`config.mk`:
```
export PLATFORM = sky130hd
export DESIGN_NAME = wb_buffer
export DESIGN_NICKNAME = d
export VERILOG_FILES = /design/src/rtl/wb_buffer.sv
export SDC_FILE = /design/constraint.sdc
export NUM_CORES = 1
export LEC_CHECK = 0
export CAP_MARGIN = 20
export CORE_AREA = 8 8 231 167
export DETAILED_ROUTE_END_ITERATION = 10
export DIE_AREA = 0 0 239 175
export PLACE_DENSITY = 0.86
export SYNTH_ARGS = -nofsm -noshare
export SYNTH_HDL_FRONTEND = slang
export SYNTH_SLANG_ARGS = --single-unit
```
`constraint.sdc`:
```
create_clock -name clk -period 7.2 [get_ports clk]
set_input_delay 0.72 -clock clk [delete_from_list [all_inputs] [get_ports clk]]
set_output_delay 0.72 -clock clk [all_outputs]
set_load 0.02 [all_outputs]
```
`src/rtl/wb_buffer.sv`:
```
// Write-back eviction buffer: queues dirty victim lines and drains them to pmem in FIFO order, with a combinational lookup across queued lines.
// Latency: a request starts one bubble cycle after an entry becomes head. Backpressure: evict_ready is the registered !full, with no pass-through on pop.
module wb_buffer #(
  parameter int WIDTH    = 128,
  parameter int ADDR_W   = 16,
  parameter int OFFSET_W = 4,
  parameter int DEPTH    = 2
) (
  input  logic              clk,
  input  logic              rst_n,
  input  logic              evict_valid,
  output logic              evict_ready,
  input  logic [ADDR_W-1:0] evict_addr,
  input  logic [WIDTH-1:0]  evict_data,
  input  logic [ADDR_W-1:0] lookup_addr,
  output logic              lookup_hit,
  output logic [WIDTH-1:0]  lookup_data,
  output logic              pmem_write,
  output logic [ADDR_W-1:0] pmem_address,
  output logic [WIDTH-1:0]  pmem_wdata,
  input  logic              pmem_resp,
  output logic              empty,
  output logic              full
);

  localparam int PTR_W  = $clog2(DEPTH);
  localparam int CNT_W  = $clog2(DEPTH) + 1;
  localparam int LINE_W = ADDR_W - OFFSET_W;

  typedef enum logic {IDLE = 1'b0, WRITE = 1'b1} state_e;

  logic [LINE_W-1:0] line_q [DEPTH];
  logic [WIDTH-1:0]  data_q [DEPTH];
  logic [DEPTH-1:0]  vld_q, vld_d;
  logic [PTR_W-1:0]  head_q, head_d, tail_q, tail_d;
  logic [CNT_W-1:0]  count_q, count_d;
  state_e            state_q, state_d;
  logic              push, pop;
  logic [PTR_W-1:0]  idx;
  logic              unused_low_bits;

  assign unused_low_bits = ^{evict_addr[OFFSET_W-1:0], lookup_addr[OFFSET_W-1:0]};

  assign full        = (count_q == CNT_W'(DEPTH));
  assign empty       = (count_q == '0);
  assign evict_ready = !full;
  assign push        = evict_valid && !full;
  assign pop         = (state_q == WRITE) && pmem_resp;

  always_comb begin
    head_d  = pop  ? head_q + PTR_W'(1) : head_q;
    tail_d  = push ? tail_q + PTR_W'(1) : tail_q;
    count_d = count_q;
    case ({push, pop})
      2'b10:   count_d = count_q + CNT_W'(1);
      2'b01:   count_d = count_q - CNT_W'(1);
      default: count_d = count_q;
    endcase
    vld_d = vld_q;
    if (pop)  vld_d[head_q] = 1'b0;
    if (push) vld_d[tail_q] = 1'b1;
  end

  always_ff @(posedge clk or negedge rst_n) begin
    if (!rst_n) begin
      head_q  <= '0;
      tail_q  <= '0;
      count_q <= '0;
      vld_q   <= '0;
    end else begin
      head_q  <= head_d;
      tail_q  <= tail_d;
      count_q <= count_d;
      vld_q   <= vld_d;
    end
  end

  // Payload storage needs no reset: every read is qualified by a valid bit or the WRITE state.
  always_ff @(posedge clk) begin
    if (push) begin
      line_q[tail_q] <= evict_addr[ADDR_W-1:OFFSET_W];
      data_q[tail_q] <= evict_data;
    end
  end

  always_ff @(posedge clk or negedge rst_n) begin
    if (!rst_n) state_q <= IDLE;
    else        state_q <= state_d;
  end

  always_comb begin
    state_d = state_q;
    case (state_q)
      IDLE:    if (count_q != '0) state_d = WRITE;
      WRITE:   if (pmem_resp)     state_d = IDLE;
      default: state_d = IDLE;
    endcase
  end

  always_comb begin
    pmem_write   = (state_q == WRITE);
    pmem_address = {line_q[head_q], {OFFSET_W{1'b0}}};
    pmem_wdata   = data_q[head_q];
  end

  // Walk from oldest to youngest so a later match overrides an earlier one.
  always_comb begin
    lookup_hit  = 1'b0;
    lookup_data = '0;
    idx         = '0;
    for (int i = 0; i < DEPTH; i++) begin
      idx = head_q + PTR_W'(i);
      if (vld_q[idx] && (line_q[idx] == lookup_addr[ADDR_W-1:OFFSET_W])) begin
        lookup_hit  = 1'b1;
        lookup_data = data_q[idx];
      end
    end
  end

endmodule

```
[After elaboration in Yosys (flattened, before gate mapping)]
Memory sizes are Yosys's and may differ from the RTL's.
Cells that the tools add are included.
Word-level totals
  register bits after elaboration: 7
  output and inout bits: 277
  memory bits (writable): 280
  word-level logic and storage cells: 55
  bits of input ports: 164
  memories kept: 2
Memories
  data_q: depth 2, width 128, read ports 2, clocked after memory_dff 0, write ports 1, RTL line 33  | logic [WIDTH-1:0] data_q [DEPTH];
  line_q: depth 2, width 12, read ports 2, clocked after memory_dff 0, write ports 1, RTL line 32  | logic [LINE_W-1:0] line_q [DEPTH];
Operators by class
  reduce and logical (&&, ||, !) cells: 10
  $lt $le $gt $ge: 5
  muxes and demuxes: 20
  $add $sub $neg: 4
  equality and inequality tests: 5
  bitwise gates (word level): 4
Operators by type and width (number)
  $mux 128: 2
  $eq 12x12->1: 2
  $mux 1: 12
  $logic_and 1x1->1: 6
  $lt 1x2->1 const B: 3
  $eq 2x2->1 const B: 2
  $mux 2: 2
  $pmux 2 s2: 1
  $reduce_bool 2->1: 2
  $add 1x1->1 const B: 2
  $add 2x1->2 const B: 1
  $and 2x2->2: 1
  $demux 1 s1: 2
  $eq 2x1->1 const B: 1
  $ge 1x1->1 const B: 2
  $logic_not 2->1: 1
  $not 2->2: 1
  $or 2x2->2: 1
  $pmux 1 s2: 1
  $sub 2x1->2 const B: 1
  $logic_not 1->1: 1
  $not 1->1: 1

[Logic depth before layout (Yosys ltp)]
Gate-level depths: netlist of run 1.
  word-level depth: 9
  depth in mapped cells: 11
  depth with buffers taken out: 6

[Worst setup path after synthesis of run 1]
OpenSTA, ideal clock, no wires.
  path kind: register -> register
  start: register count_q[0]
  end: memory data_q[0][0], enable pin
  library setup time: 0.642 ns
  slack: -0.123 ns
  arrival time: 6.682 ns
  clock period less this slack: 7.323 ns
  path buffers: 0
  required time: 6.558 ns
  cell stages (with the launch flop): 4
  cells stage by stage: dfrtp_1 -> nand2b_1 -> nand2_1 -> nor2_1
Between the ends
  longest elaborated chain between the ends: 5
RTL lines
  start: declaration: RTL line 36  | logic [CNT_W-1:0] count_q, count_d;
  start signal: assignment: RTL line 73  | count_q <= count_d;
  $eq 2x2->1: RTL line 44  | assign full = (count_q == CNT_W'(DEPTH));
  $logic_not 1->1
  net evict_ready: RTL line 12  | output logic evict_ready,
  $logic_and 1x1->1: RTL line 47  | assign push = evict_valid && !full;
  $mux 1: RTL line 80  | if (push) begin
  $mux 1 (not written as such): RTL line 82  | data_q[tail_q] <= evict_data;
  end: declaration: RTL line 33
The timed path passes the listed nets, and every way through them passes these cells.

[Final worst setup path of run 1]
  start: register head_q
  end: output lookup_data[102]
Between the ends
  longest elaborated chain between the ends: 5
  elaborated cells on any way between the ends: 13
  those cells by class: 1 x add/sub; 2 x eq/ne; 6 x mux; 2 x reduce/logical; 2 x memory
RTL lines
  start: declaration: RTL line 35  | logic [PTR_W-1:0] head_q, head_d, tail_q, tail_d;
  start signal: assignment: RTL line 66  | head_q <= '0;
  start signal: assignment: RTL line 71  | head_q <= head_d;
  $add 1x1->1, or another cell as far along: RTL line 112  | idx = head_q + PTR_W'(i);
  $mem_v2 2x12, or another cell as far along
  $eq 12x12->1, or another cell as far along: RTL line 113  | if (vld_q[idx] && (line_q[idx] == lookup_addr[ADDR_W-1:OFFSET_W])) begin
  $logic_and 1x1->1 / $mux 128 (equally long branches): RTL line 113
  $mux 128 (*): RTL line 113
  end: declaration: RTL line 17  | output logic [WIDTH-1:0] lookup_data,
Every way passes the cells marked *; elsewhere a longest branch is shown, timed or not. The select of a mux whose other input is x is not followed.

==> results of run 1 <==
[layout by cell type, fill, tap and decap left out, drive strengths merged, types with 4 or more instances in the layout]
cell type	count
edfxtp	280
and3	23
buf	30
nor2	5
bufinv	4
mux2i	15
o22a	11
dfrtp	7
nand2	134
mux2	124
inv	17
nand3	235
xnor2	21
a21oi	116
clkbuf	41
a32oi	116
xor2	8
o21ai	25
a21o	12
clkinv	8
clkdlybuf4s50	428
conb	4
[metrics by stage]
stage / worst slack [ps] / area (um2) / utilization, %
after floorplan: 2240 / 15200 / -
after global placement: 2050 / 19500 / 55.6
after detailed placement: 1970 / 19500 / 55.6
after CTS: 1360 / 20500 / 58.5
after global routing: 1040 / 20600 / 58.7
final: 1350 / 20600 / 58.7
[report_power, final]
group	total, W	switching [W]	internal, W	leakage [nW]
clock	0.00157	0.000642	0.000932	0.473
combinational	0.00448	0.00244	0.00203	3.45
sequential	0.00261	0.000301	0.00231	2.68
[worst max path at each step]
stage	start	end	slack [ps]	cells past startpoint
6_report	head_q	lookup_data[102]	1350	9
5_1_grt	head_q	lookup_data[102]	1040	9
4_1_cts	head_q	lookup_data[102]	1360	9
3_5_place_dp	lookup_addr[9]	lookup_data[117]	1970	9
3_3_place_gp	lookup_addr[9]	lookup_data[127]	2050	9
2_1_floorplan	count_q[0]	data_q[0][0]	2240	3
[synth_stat cells, types with 2 or more instances]
cell / n / area, um2
and3_1: 23 / 144
nand3_1: 235 / 1180
o21ai_0: 25 / 125
o22a_1: 11 / 96.3
clkbuf_1: 46 / 173
a21o_1: 12 / 90.1
xor2_1: 8 / 70.1
inv_1: 17 / 63.8
nand3b_1: 2 / 15.0
buf_6: 20 / 225
buf_2: 35 / 175
mux2i_1: 15 / 150
nor4_1: 2 / 12.5
nor3_1: 3 / 15.0
a21oi_1: 116 / 581
buf_4: 11 / 82.6
buf_1: 19 / 71.3
mux2_2: 124 / 1400
nand2_1: 134 / 503
a32oi_1: 116 / 1020
dfrtp_1: 7 / 175
edfxtp_1: 280 / 8410
clkbuf_8: 3 / 41.3
xnor2_1: 21 / 184
nand2b_1: 2 / 12.5
nor2_1: 5 / 18.8
[layout make-up]
type	count	area (um2)	share of cell area (%)
Sequential cell	287	8590	41.6
Multi-Input combinational cell	867	5730	27.8
Timing Repair Buffer	458	4640	22.5
Clock buffer	41	813	3.94
Tap cell	480	601	2.91
Clock inverter	15	181	0.880
Inverter	17	63.8	0.309
Antenna cell	2	5.00	0.0243
[metal layers]
layer	up-vias	wire, um	track usage (%)
met2	724	23200	36.1
li1	5767	-	-
met4	4	1870	7.92
met1	6277	17300	24.7
met3	129	4630	5.62
met5	-	27	0
[sequential cells by signal, summed over array words and instances, names as in the netlist]
name,cells
count_q,2
vld_q,2
head_q,1
tail_q,1
pmem_write,1
line_q,24
data_q,256
[cell families after synthesis]
family / count (synthesis)
compound gates: 282
xor+xnor: 29
fa+ha+maj: 1
buf+inv: 153
flops: 287
mux: 139
other cells: 1
simple gates: 412
[worst reg2reg max path, stage by stage, from the launching register on]
cell	delay, ps
dfrtp_1	440
nand2b_1	230
nand2_1	180
nor2_4	620
buf_4	820
==> impl_metrics.ini, run 1 <==
[grt]
antenna_found_initial = 5
grt_pass1_vias = 12700
gr-total-overflow = 0
grt_pass1_wl_um = 70900
grt_max_degree = 120
groute.usage.overall_pct = 20.9

[synth]
syn_inst = 1304
synth-compound-area-share_pct = 12.7
ys_types = 38
synth_xor_area_share_pct = 1.68
synth_area_um2 = 15100
ys_warn_count = 0
synth-seq-cells = 287
yosysSeqAreaShare_pct = 56.7
async_reset_ff_share_pct = 2.44
synth_simple_gate_area_share_pct = 12.9
yosys_most_used_dff = edfxtp_1
syn_area_per_cell_um2 = 11.6
synth_top_family_by_area = simple AND/OR/NAND/NOR gates
synthAdderAreaFrac_pct = 0.0826
synth_edf_count = 280
synth.area.mux_share_pct = 10.2

[status]
status = finished clean

[power_and_ir_drop]
leakagePower_nw = 6.61
p_per_area_nw_per_um2 = 420
ir_drop_v = 0.000313
power.total_w = 0.00866

[clocking]
hold_buffers = 0
clockBufferDepth = 3
clk_pin_slew_ps = 70
numCtsBuffers = 30
htree_levels = 1
cts_resized = 0
clk_latency_ps = 570
cts_sinks = 287
post_cts_buffers = 0
clockRootBuffer = clkbuf_16
cts_tree = built

[detailed_routing]
ant_nets = 0
wl_per_cell_um = 21.7
routed_wl_um = 47000
drc = 0
drtIter0Drc = 1362
vias = 12900
drt-pass1-iter-count = 6
viasPerCell = 5.95

[critical_path]
r2r_end = data_q[0][102]
worstPathCellList = buf_4 > mux2i_1 > xnor2_1 > nor4_1 > and4_4 > buf_4 > nand3_1 > a32oi_1 > clkdlybuf4s50_1
crit_type = reg -> out
crit_required_ps = 6480
path_delay_family = buffers and inverters
cp-start-kind = flip-flop
worst_path_largest_cell_delay_ps = 1010
critical_path.most_common_cell = buf_4
rrSetupSlack_ps = 4430
endpoint_kind = primary output
worst_path_max_delay_cell = dfrtp_4
path_buf_inv = 3
cp_data_arrival_time_ps = 5130
worst-path-max-fanout = 75
reg2reg_depth = 4
r2r_start = count_q[0]

[sta]
relSlewSlack_pct = 33.4
hold_ws_ps = 399
setup_viol = 0
finalCritPeriodShare_pct = 81.2
rsz0062_at_grt = no
fmax_ghz = 0.171
drv_slew = 0
finClkSkew_ps = 15.4
hold_viol_final = 0
finalCriticalPeriod_ps = 5850
worstMarginPinSlew_ps = 999
tns_ps = 0

[placement]
io_buffer_count = 428
post-place-cells = 2106
dp_hpwl_um = 31900
gp_congestion = 0.806

[hold_path]
hold_path.class = in -> async

[finish]
area_growth_pct = 36.1
nNetsFinal = 1826
final_cells = 2167
nFillCells = 2772
drive_gt1_share_pct = 12.1

[floorplan]
start_util_pct = 43.1
boundaryPins = 441
rows = 58
dieArea_um2 = 41800
die_w_um = 239
core_um2 = 35100
die_y_um = 175

[flow_run]
cap_viol_max_count = 0
No activity file was read; power rests on OpenSTA's default activity.
==> inputs of run 2 (changes only) <==
--- a/config.mk
+++ b/config.mk
@@ -6,10 +6,10 @@
 export NUM_CORES = 1
 export LEC_CHECK = 0
 export CAP_MARGIN = 20
-export CORE_AREA = 8 8 231 167
+export CORE_AREA = 8 8 222 160
 export DETAILED_ROUTE_END_ITERATION = 10
-export DIE_AREA = 0 0 239 175
-export PLACE_DENSITY = 0.86
+export DIE_AREA = 0 0 230 168
+export PLACE_DENSITY = 0.89
 export SYNTH_ARGS = -nofsm -noshare
 export SYNTH_HDL_FRONTEND = slang
 export SYNTH_SLANG_ARGS = --single-unit
==> constraint.sdc (replaced) <==
create_clock -name clk -period 5.9 [get_ports clk]
set_input_delay 0.59 -clock clk [delete_from_list [all_inputs] [get_ports clk]]
set_output_delay 0.59 -clock clk [all_outputs]
set_load 0.02 [all_outputs]
==> run 2 against run 1 <==
Compared with the run above:
- flip-flop and latch count unchanged
- non-clock buffer count down 4
- first-iteration DRC count down 14%
- via count down 1.5%
- design area down 0.55%
- wire length up 1.5%
- largest cell class unchanged
- largest power group unchanged
- critical path depth down 1
- sequential share of layout area up 0.23 points
- final cell count down 2.8%
- power up 21%
==> impl_metrics.ini, run 2 (same netlist as run 1, synthesis figures left out) <==
[detailed_routing]
viasPerCell = 6.04
wl_per_cell_um = 22.7
routed_wl_um = 47700
vias = 12700
ant_nets = 0
drtIter0Drc = 1174
drt-pass1-iter-count = 5
drc = 0

[power_and_ir_drop]
leakagePower_nw = 6.58
p_per_area_nw_per_um2 = 512
ir_drop_v = 0.000421

[grt]
gr-total-overflow = 0
groute.usage.overall_pct = 23.1
grt_pass1_wl_um = 72200
grt_max_degree = 150
antenna_found_initial = 2
grt_pass1_vias = 12700

[floorplan]
rows = 55
core_um2 = 31900
die_y_um = 168
boundaryPins = 441
dieArea_um2 = 38600
die_w_um = 230
start_util_pct = 47.4

[placement]
dp_hpwl_um = 32200
io_buffer_count = 428
post-place-cells = 2051
place_ws_ps = 1250
gp_congestion = 0.814
place_area_um2 = 19500

[clocking]
clockRootBuffer = clkbuf_16
post_cts_buffers = 0
cts_resized = 0
hold_buffers = 0
clk_pin_slew_ps = 60
cts_sinks = 287
clk_latency_ps = 550
numCtsBuffers = 29
htree_levels = 1
clockBufferDepth = 3
cts_tree = built

[sta]
relSlewSlack_pct = 33.9
worstMarginPinSlew_ps = 991
finalWorstSetupSlack_ps = 755
fmax_ghz = 0.194
rsz0062_at_grt = no
finClkSkew_ps = 11.8
finalCriticalPeriod_ps = 5140
hold_viol_final = 0
tns_ps = 0
setup_viol = 0
drv_slew = 0
finalCritPeriodShare_pct = 87.2

[flow_run]
cap_viol_max_count = 0

[critical_path]
r2r_end = data_q[1][88]
rrSetupSlack_ps = 3440
endpoint = lookup_data[88]
worst-path-max-fanout = 47
endpoint_kind = primary output
cp_data_arrival_time_ps = 4550
r2r_start = count_q[0]
cp-startpoint = head_q
crit_required_ps = 5310
crit_type = reg -> out
reg2reg_depth = 3
cp-start-kind = flip-flop

[finish]
final_cell_area_um2 = 20500
largest_reg_flops = 256
top_register = data_q
layout_commonest_cell = clkdlybuf4s50_1
nFillCells = 2309
nNetsFinal = 1821
final_cells = 2106
drive_gt1_share_pct = 11.8
area_growth_pct = 35.4
biggestRegsByFlops = data_q (256), line_q (24)
final_cell_mix = clkdlybuf4s50_1, edfxtp_1, nand3_1

[hold_path]
hold_path.class = in -> async

[status]
status = finished clean
[run 2: cell type report]
type	count	area [um2]	area share (%)
sequential	287	8590	41.9
multi-input combinational	867	5730	27.9
timing repair buffer	454	4650	22.7
clock buffer	35	748	3.65
tap	427	534	2.61
clock inverter	16	185	0.903
inverter	17	63.8	0.311
antenna	3	7.51	0.0366
[run 2: how the worst min path moves through the flow]
stage                from         end  slack [ps]  cells past startpoint
2_1_floorplan       rst_n  count_q[0]         290                      0
3_3_place_gp   count_q[1]  count_q[1]         510                      1
3_5_place_dp     vld_q[1]    vld_q[1]         520                      1
4_1_cts             rst_n    vld_q[0]         280                      1
5_1_grt             rst_n    vld_q[0]         300                      1
6_report            rst_n  pmem_write         300                      1
[run 2: critical path: stages, from the launching register on]
cell	delay [ps]
dfrtp_4	750
mux2_2	440
xor2_1	150
nor4_1	410
and4_4	780
buf_12	250
nand3_1	130
a32oi_1	360
clkdlybuf4s50_1	680
[run 2: routing by layer]
layer	global-route usage, %	routed length, um
met3	7.10	4790
met4	8.91	1930
met1	26.8	17800
met5	0	0
met2	39.7	23200
[run 2: per-stage QoR]
stage | power, W | hold slack (ps) | util [%]
floorplan | 0.00617 | 294 | -
global placement | 0.00848 | 507 | 61.2
detailed placement | 0.00862 | 515 | 61.2
CTS | 0.0105 | 281 | 64.1
global route | 0.0109 | 301 | 64.2
finish | 0.0105 | 302 | 64.2
[run 2: report_power, final]
part           leakage, nW  internal, W  switching (W)  total (W)
registers             2.68      0.00282       0.000326    0.00314
clock network        0.457      0.00107       0.000784    0.00186
logic                 3.45      0.00247        0.00303    0.00550
